<file path="src/rtl/ddr3_fill_reader_pkg.sv">
// ddr3_fill_reader_pkg: header layout, FSM states and
// defaults shared by the fill reader and its output register.
package ddr3_fill_reader_pkg;

  localparam int DATA_W = 128;

  localparam int ADDR_LSB = 0;
  localparam int ADDR_W   = 23;
  localparam int CNT_LSB  = 23;
  localparam int TAG_LSB  = 120;

  localparam int CNT_W_DEF   = 20;
  localparam int TIMEOUT_DEF = 1024;

  localparam logic [7:0] HDR_TAG_DEF = 8'hF1;

  typedef enum logic [2:0] {
    S_IDLE,
    S_HDR,
    S_REQ,
    S_WAIT,
    S_OUT
  } state_t;

endpackage

</file>
<file path="src/rtl/fill_rdr_out_reg.sv">
// fill_rdr_out_reg: single-entry valid/ready holding register.
// Word, valid and last stay put until the consumer takes them.
module fill_rdr_out_reg #(
  parameter int W = 128
) (
  input  logic         clk,
  input  logic         reset_n,
  input  logic         load,
  input  logic [W-1:0] load_dat,
  input  logic         load_last,
  input  logic         ready,
  output logic [W-1:0] dat,
  output logic         valid,
  output logic         last
);

  // load a new word, or drop valid once it is taken
  always_ff @(posedge clk) begin
    if (!reset_n) begin
      dat   <= '0;
      valid <= 1'b0;
      last  <= 1'b0;
    end else if (load) begin
      dat   <= load_dat;
      valid <= 1'b1;
      last  <= load_last;
    end else if (valid && ready) begin
      valid <= 1'b0;
      last  <= 1'b0;
    end
  end

endmodule

</file>
<file path="src/rtl/ddr3_fill_reader.sv">
// ddr3_fill_reader: pops a fill header, fetches its bursts one
// at a time and streams header + bursts to the packetizer.
module ddr3_fill_reader
  import ddr3_fill_reader_pkg::*;
#(
  parameter logic [7:0] HDR_TAG = HDR_TAG_DEF,
  parameter int         TIMEOUT = TIMEOUT_DEF,
  parameter int         CNT_W   = CNT_W_DEF
) (
  input  logic              clk,
  input  logic              reset_n,
  input  logic              acq_enabled,
  input  logic              fill_header_fifo_empty,
  output logic              fill_header_fifo_rd_en,
  input  logic [DATA_W-1:0] fill_header_fifo_out,
  output logic [ADDR_W-1:0] ddr3_rd_burst_addr,
  output logic              ddr3_rd_one_burst,
  input  logic              ddr3_one_burst_rdy,
  input  logic [DATA_W-1:0] ddr3_one_burst_data,
  output logic [DATA_W-1:0] rd_fill_dat,
  output logic              rd_fill_valid,
  input  logic              rd_fill_ready,
  output logic              rd_fill_last,
  output logic              fill_rdr_busy,
  output logic              fill_rdr_err
);

  localparam int TMO_W = $clog2(TIMEOUT) + 1;

  state_t            state;
  logic [ADDR_W-1:0] addr;
  logic [CNT_W-1:0]  remain;
  logic [TMO_W-1:0]  tmo;
  logic [CNT_W-1:0]  hdr_cnt;
  logic              start;
  logic              got;
  logic              tmo_hit;
  logic              accept;
  logic              ld;
  logic              ld_last;
  logic [DATA_W-1:0] ld_dat;

  assign hdr_cnt = fill_header_fifo_out[CNT_LSB +: CNT_W];
  assign accept  = rd_fill_valid & rd_fill_ready;
  assign start   = (state == S_IDLE)
                 & ~fill_header_fifo_empty
                 & ~acq_enabled;
  assign got     = (state == S_WAIT) & ddr3_one_burst_rdy;
  assign tmo_hit = (state == S_WAIT) & ~ddr3_one_burst_rdy
                 & (tmo == TMO_W'(TIMEOUT - 1));
  assign ld      = start | got | tmo_hit;

  assign ddr3_rd_burst_addr = addr;
  assign fill_rdr_busy      = (state != S_IDLE);

  // pick the word to park in the output register; a timeout
  // parks an all-zero closing word
  always_comb begin
    ld_dat  = '0;
    ld_last = 1'b1;
    unique case (1'b1)
      start: begin
        ld_dat  = fill_header_fifo_out;
        ld_last = (hdr_cnt == '0);
      end
      got: begin
        ld_dat  = ddr3_one_burst_data;
        ld_last = (remain == CNT_W'(1));
      end
      default: ;
    endcase
  end

  // fill sequencing: header, then request/wait/emit per burst
  always_ff @(posedge clk) begin
    if (!reset_n) begin
      state                  <= S_IDLE;
      addr                   <= '0;
      remain                 <= '0;
      tmo                    <= '0;
      fill_header_fifo_rd_en <= 1'b0;
      ddr3_rd_one_burst      <= 1'b0;
      fill_rdr_err           <= 1'b0;
    end else begin
      fill_header_fifo_rd_en <= 1'b0;
      ddr3_rd_one_burst      <= 1'b0;
      if (ddr3_one_burst_rdy && state != S_WAIT)
        fill_rdr_err <= 1'b1;
      unique case (state)
        S_IDLE: if (start) begin
          state                  <= S_HDR;
          fill_header_fifo_rd_en <= 1'b1;
          addr   <= fill_header_fifo_out[ADDR_LSB +: ADDR_W];
          remain <= hdr_cnt;
          if (fill_header_fifo_out[TAG_LSB +: 8] != HDR_TAG)
            fill_rdr_err <= 1'b1;
        end
        S_HDR: if (accept) begin
          if (remain == '0) begin
            state <= S_IDLE;
          end else begin
            state             <= S_REQ;
            ddr3_rd_one_burst <= 1'b1;
          end
        end
        S_REQ: begin
          state <= S_WAIT;
          tmo   <= '0;
        end
        S_WAIT: begin
          if (got) begin
            state  <= S_OUT;
            addr   <= addr + ADDR_W'(1);
            remain <= remain - CNT_W'(1);
          end else if (tmo_hit) begin
            state        <= S_OUT;
            fill_rdr_err <= 1'b1;
          end else begin
            tmo <= tmo + TMO_W'(1);
          end
        end
        S_OUT: if (accept) begin
          if (rd_fill_last) begin
            state <= S_IDLE;
          end else begin
            state             <= S_REQ;
            ddr3_rd_one_burst <= 1'b1;
          end
        end
        default: state <= S_IDLE;
      endcase
    end
  end

  fill_rdr_out_reg #(
    .W (DATA_W)
  ) u_out (
    .clk       (clk),
    .reset_n   (reset_n),
    .load      (ld),
    .load_dat  (ld_dat),
    .load_last (ld_last),
    .ready     (rd_fill_ready),
    .dat       (rd_fill_dat),
    .valid     (rd_fill_valid),
    .last      (rd_fill_last)
  );

endmodule

</file>
<file path="config.mk">
export PLATFORM = sky130hd
export DESIGN_NAME = ddr3_fill_reader
export DESIGN_NICKNAME = d
export VERILOG_FILES = /design/src/rtl/ddr3_fill_reader_pkg.sv /design/src/rtl/fill_rdr_out_reg.sv /design/src/rtl/ddr3_fill_reader.sv
export SDC_FILE = /design/constraint.sdc
export NUM_CORES = 1
export LEC_CHECK = 0
export ABC_AREA = 1
export CORE_MARGIN = 1
export CORE_UTILIZATION = 40
export CTS_CLUSTER_DIAMETER = 150
export DETAILED_ROUTE_END_ITERATION = 10
export HOLD_SLACK_MARGIN = 0.06
export PLACE_DENSITY = 0.86
export SETUP_SLACK_MARGIN = 0.15
export SLEW_MARGIN = 5
export SYNTH_ARGS = -nofsm -noshare
export SYNTH_HDL_FRONTEND = slang
export SYNTH_HIERARCHICAL = 1
export SYNTH_SLANG_ARGS = --single-unit
</file>
<file path="constraint.sdc">
create_clock -name clk -period 4.75 [get_ports clk]
set_input_delay 0.95 -clock clk [delete_from_list [all_inputs] [get_ports clk]]
set_output_delay 0.95 -clock clk [all_outputs]
set_load 0.02 [all_outputs]
</file>
==> reports/results.tsv <==
stage	metric	value	unit
worst_setup_path	CP arrival	3.57	ns
final_layout	Fill cells	2281	
sta	Max Freq	313	MHz
power_and_ir_drop	sw frac	41.9	%
place	RD Place Congestion	0.978	
route	post-DR wirelength/cell	18.9	um
place	DP HPWL	29.4	mm
sta	Final Cycle Share	67.3	%
route	DR pass1 iterations	6	
sta	RSZ-0062 raised after global routing	no	
floorplanning	FP Rows	57	
grt	first-pass GRT wire length	61.6	mm
yosys	syn avg cell area	6.90	um^2
power_and_ir_drop	peak supply drop	0.266	mV
cts	clock sinks	190	
power_and_ir_drop	P_sw	2850	uW
worst_setup_path	crit path kind	reg2reg	
place	DP Area	14200	um^2
power_and_ir_drop	Clk pwr share	21.9	%
grt	largest net degree at the start of global routing	84	
floorplanning	Die W	161	um
cts	Clock Path Buffers	2	
yosys	Top FF cell, synth	dfxtp_1	
power_and_ir_drop	Leak	0.00585	uW
cts	CTS tree	built	
sta	TNS Setup	0	ns
sta	clk_skew	0.0173	ns
route	DR iter-0 viols	1049	
cts	Post-CTS Setup Bufs	0	
route	ANT nets after route	0	
sta	fin crit period	3.20	ns
worst_setup_path	Worst setup SP type	flip-flop	
cts	Hold Buf Count CTS	0	
floorplanning	Initial Util	41.2	%
floorplanning	core area	24600	um^2
power_and_ir_drop	Comb power frac	46.1	%
run	max cap viols	0	
place	Inst Count DP	2113	
cts	H-tree levels	4	
route	Detailed Route WL	40.6	mm
grt	Tot GR Track Use	30.1	%
final_layout	P&R area growth vs syn	45.9	%
sta	max-slew violations	0	
final_layout	Post-Layout Cell Count	2146	
route	DR vias	11846	
power_and_ir_drop	pwr/cell area	460	nW/um^2
worst_setup_path	reg-to-reg slack, setup	1.55	ns
floorplanning	total die area	26000	um^2
final_layout	Multi-input gate area	5330	um^2
floorplanning	height of the die	161	um
yosys	share of the yosys chip area belonging to registers	37.6	%
final_layout	layout cells sized above 1	4.17	%
yosys	Mapped Nets	1734	
yosys	number of synthesized register bits	190	
worst_setup_path	Worst Setup End Kind	flip-flop	
cts	CTS clk-pin slew, worst paths	0.07	ns
place	count of input and output buffers	418	
floorplanning	I/O pin cnt	419	
yosys	Async SR Flop Fraction	0	%
sta	final hold violations	0	
yosys	Mapped Cells	1468	
yosys	Mapped Area	10100	um^2
power_and_ir_drop	Seq pwr share	32.0	%
yosys	Yosys warning count	6	
yosys	number of enable flip-flop cells after synthesis	0	
grt	initial antenna violation count	1	
cts	Num CTS Buffers	17	
sta	headroom to the max-slew limit	39.2	%
route	Vias/cell	5.52	
worst_setup_path	Required @ worst endpoint	5.12	ns
sta	Slew @ Worst Pin	0.912	ns
outcome	outcome	finished, final reports clean	
grt	vias in the first global route	11040	
grt	total gr overflow	0	
worst_hold_path	Hold Crit Class	reg2reg	
cts	post-cts repair resize count	0	
yosys	synth unique cells	35	
final_layout	Final nets	2074	
sta	setup violators final	0	
worst_setup_path	worst-path maximum fanout	78	
final_layout	FF+latch area	3800	um^2
route	drc violations	0	
final_layout	post-route cell area	14800	um^2
cts	root buffer cell	clkbuf_16	
power_and_ir_drop	Pint	3950	uW
cts	clk_lat worst skew	0.44	ns
cell families after synthesis:
group           count (synthesis)  synth area share (%)
flops                         190                  37.6
fa+ha+maj                       4                 0.494
simple gates                  681                  27.4
xor+xnor                        4                 0.346
compound gates                386                  24.3
buf+inv                       203                  9.91
layer usage:
metal / global-route usage [%] / share of wire [%]
met1: 36.9 / 39
met2: 49.4 / 47
met3: 7.29 / 9.2
met4: 15.0 / 4.7
met5: 0 / 0
cells in the mapped netlist, types with 8 or more instances:
master | instances | area, um^2
a21oi_2 | 11 | 96.3
clkbuf_2 | 10 | 50.1
buf_4 | 9 | 67.6
nor3_1 | 9 | 45.0
nand3b_1 | 8 | 60.1
nand2_1 | 203 | 762
o21ai_0 | 199 | 996
buf_2 | 30 | 150
inv_1 | 86 | 323
nor2_1 | 353 | 1330
o21ai_1 | 8 | 40.0
nand4_1 | 14 | 87.6
a32o_1 | 93 | 931
nand3_1 | 80 | 400
buf_6 | 21 | 236
clkbuf_1 | 39 | 146
a21oi_1 | 65 | 325
dfxtp_1 | 190 | 3800
flip-flops by register name, summed over array words and instances (netlist names), 3 cells and up:
register	count
tmo	11
remain	20
state	3
u_out/dat	128
ddr3_rd_burst_addr	23
cells in the final DEF, fill, tap and decap left out, drive strengths merged:
cell           count
a211oi             1
and2               1
clkbuf            19
clkinv             4
nand3b             8
a31oi              3
o31ai              1
o211ai             2
bufinv             1
nor4               4
ha                 4
o21ai            207
clkinvlp           1
or2                1
diode              1
dfxtp            190
xor2               4
a32o              93
nor2             357
buf               17
o22ai              1
a21boi             1
nand4             14
o21a               1
nor3               9
nand2            206
inv               98
clkdlybuf4s50    416
a21oi             76
nand3             81
area by class of cell:
type,instances,area share [%]
multi-input combinational,1075,36.1
timing repair buffer,433,29.0
sequential,190,25.7
clock buffer,19,3.06
tap,324,2.74
inverter,91,2.37
clock inverter,13,0.974
antenna,1,0.0169
power groups by stage:
stage / clock network [uW] / registers (uW) / logic (uW)
after floorplan: 0 / 2510 / 1590
after global placement: 0 / 2180 / 3050
after detailed placement: 0 / 2200 / 3090
after CTS: 1510 / 2160 / 3110
after global routing: 1570 / 2210 / 3380
final: 1490 / 2170 / 3130
critical path, stage by stage (launching register included):
cell and delay [ns]:
dfxtp_1 0.38, ha_1 0.22, nand3_1 0.13, nor2_1 0.19, nand2_1 0.11, nor3_1 0.30
nand3_1 0.21, nand2_4 0.44, buf_4 0.70, o21ai_0 0.23, nor2_1 0.15
per-stage QoR:
stage                     util, %  setup WS [ns]  hold WS, ns  power [uW]
after floorplan                 -           2.47        0.452        4100
after detailed placement     57.6           1.27        0.476        5290
final                        60.1           1.55        0.488        6790
after global placement       57.6           1.32        0.468        5230
after CTS                    60.1           1.64        0.486        6780
after global routing         60.1           1.29        0.511        7160
worst paths after layout:
path | start | endpoint | cells past startpoint
setup / recovery | tmo[0] | u_out/dat[20] | 10
hold / removal | remain[19] | remain[19] | 2
setup reg to reg | tmo[0] | u_out/dat[20] | 10
hold reg to reg | remain[19] | remain[19] | 2
Power figures use the tool's default switching activity.
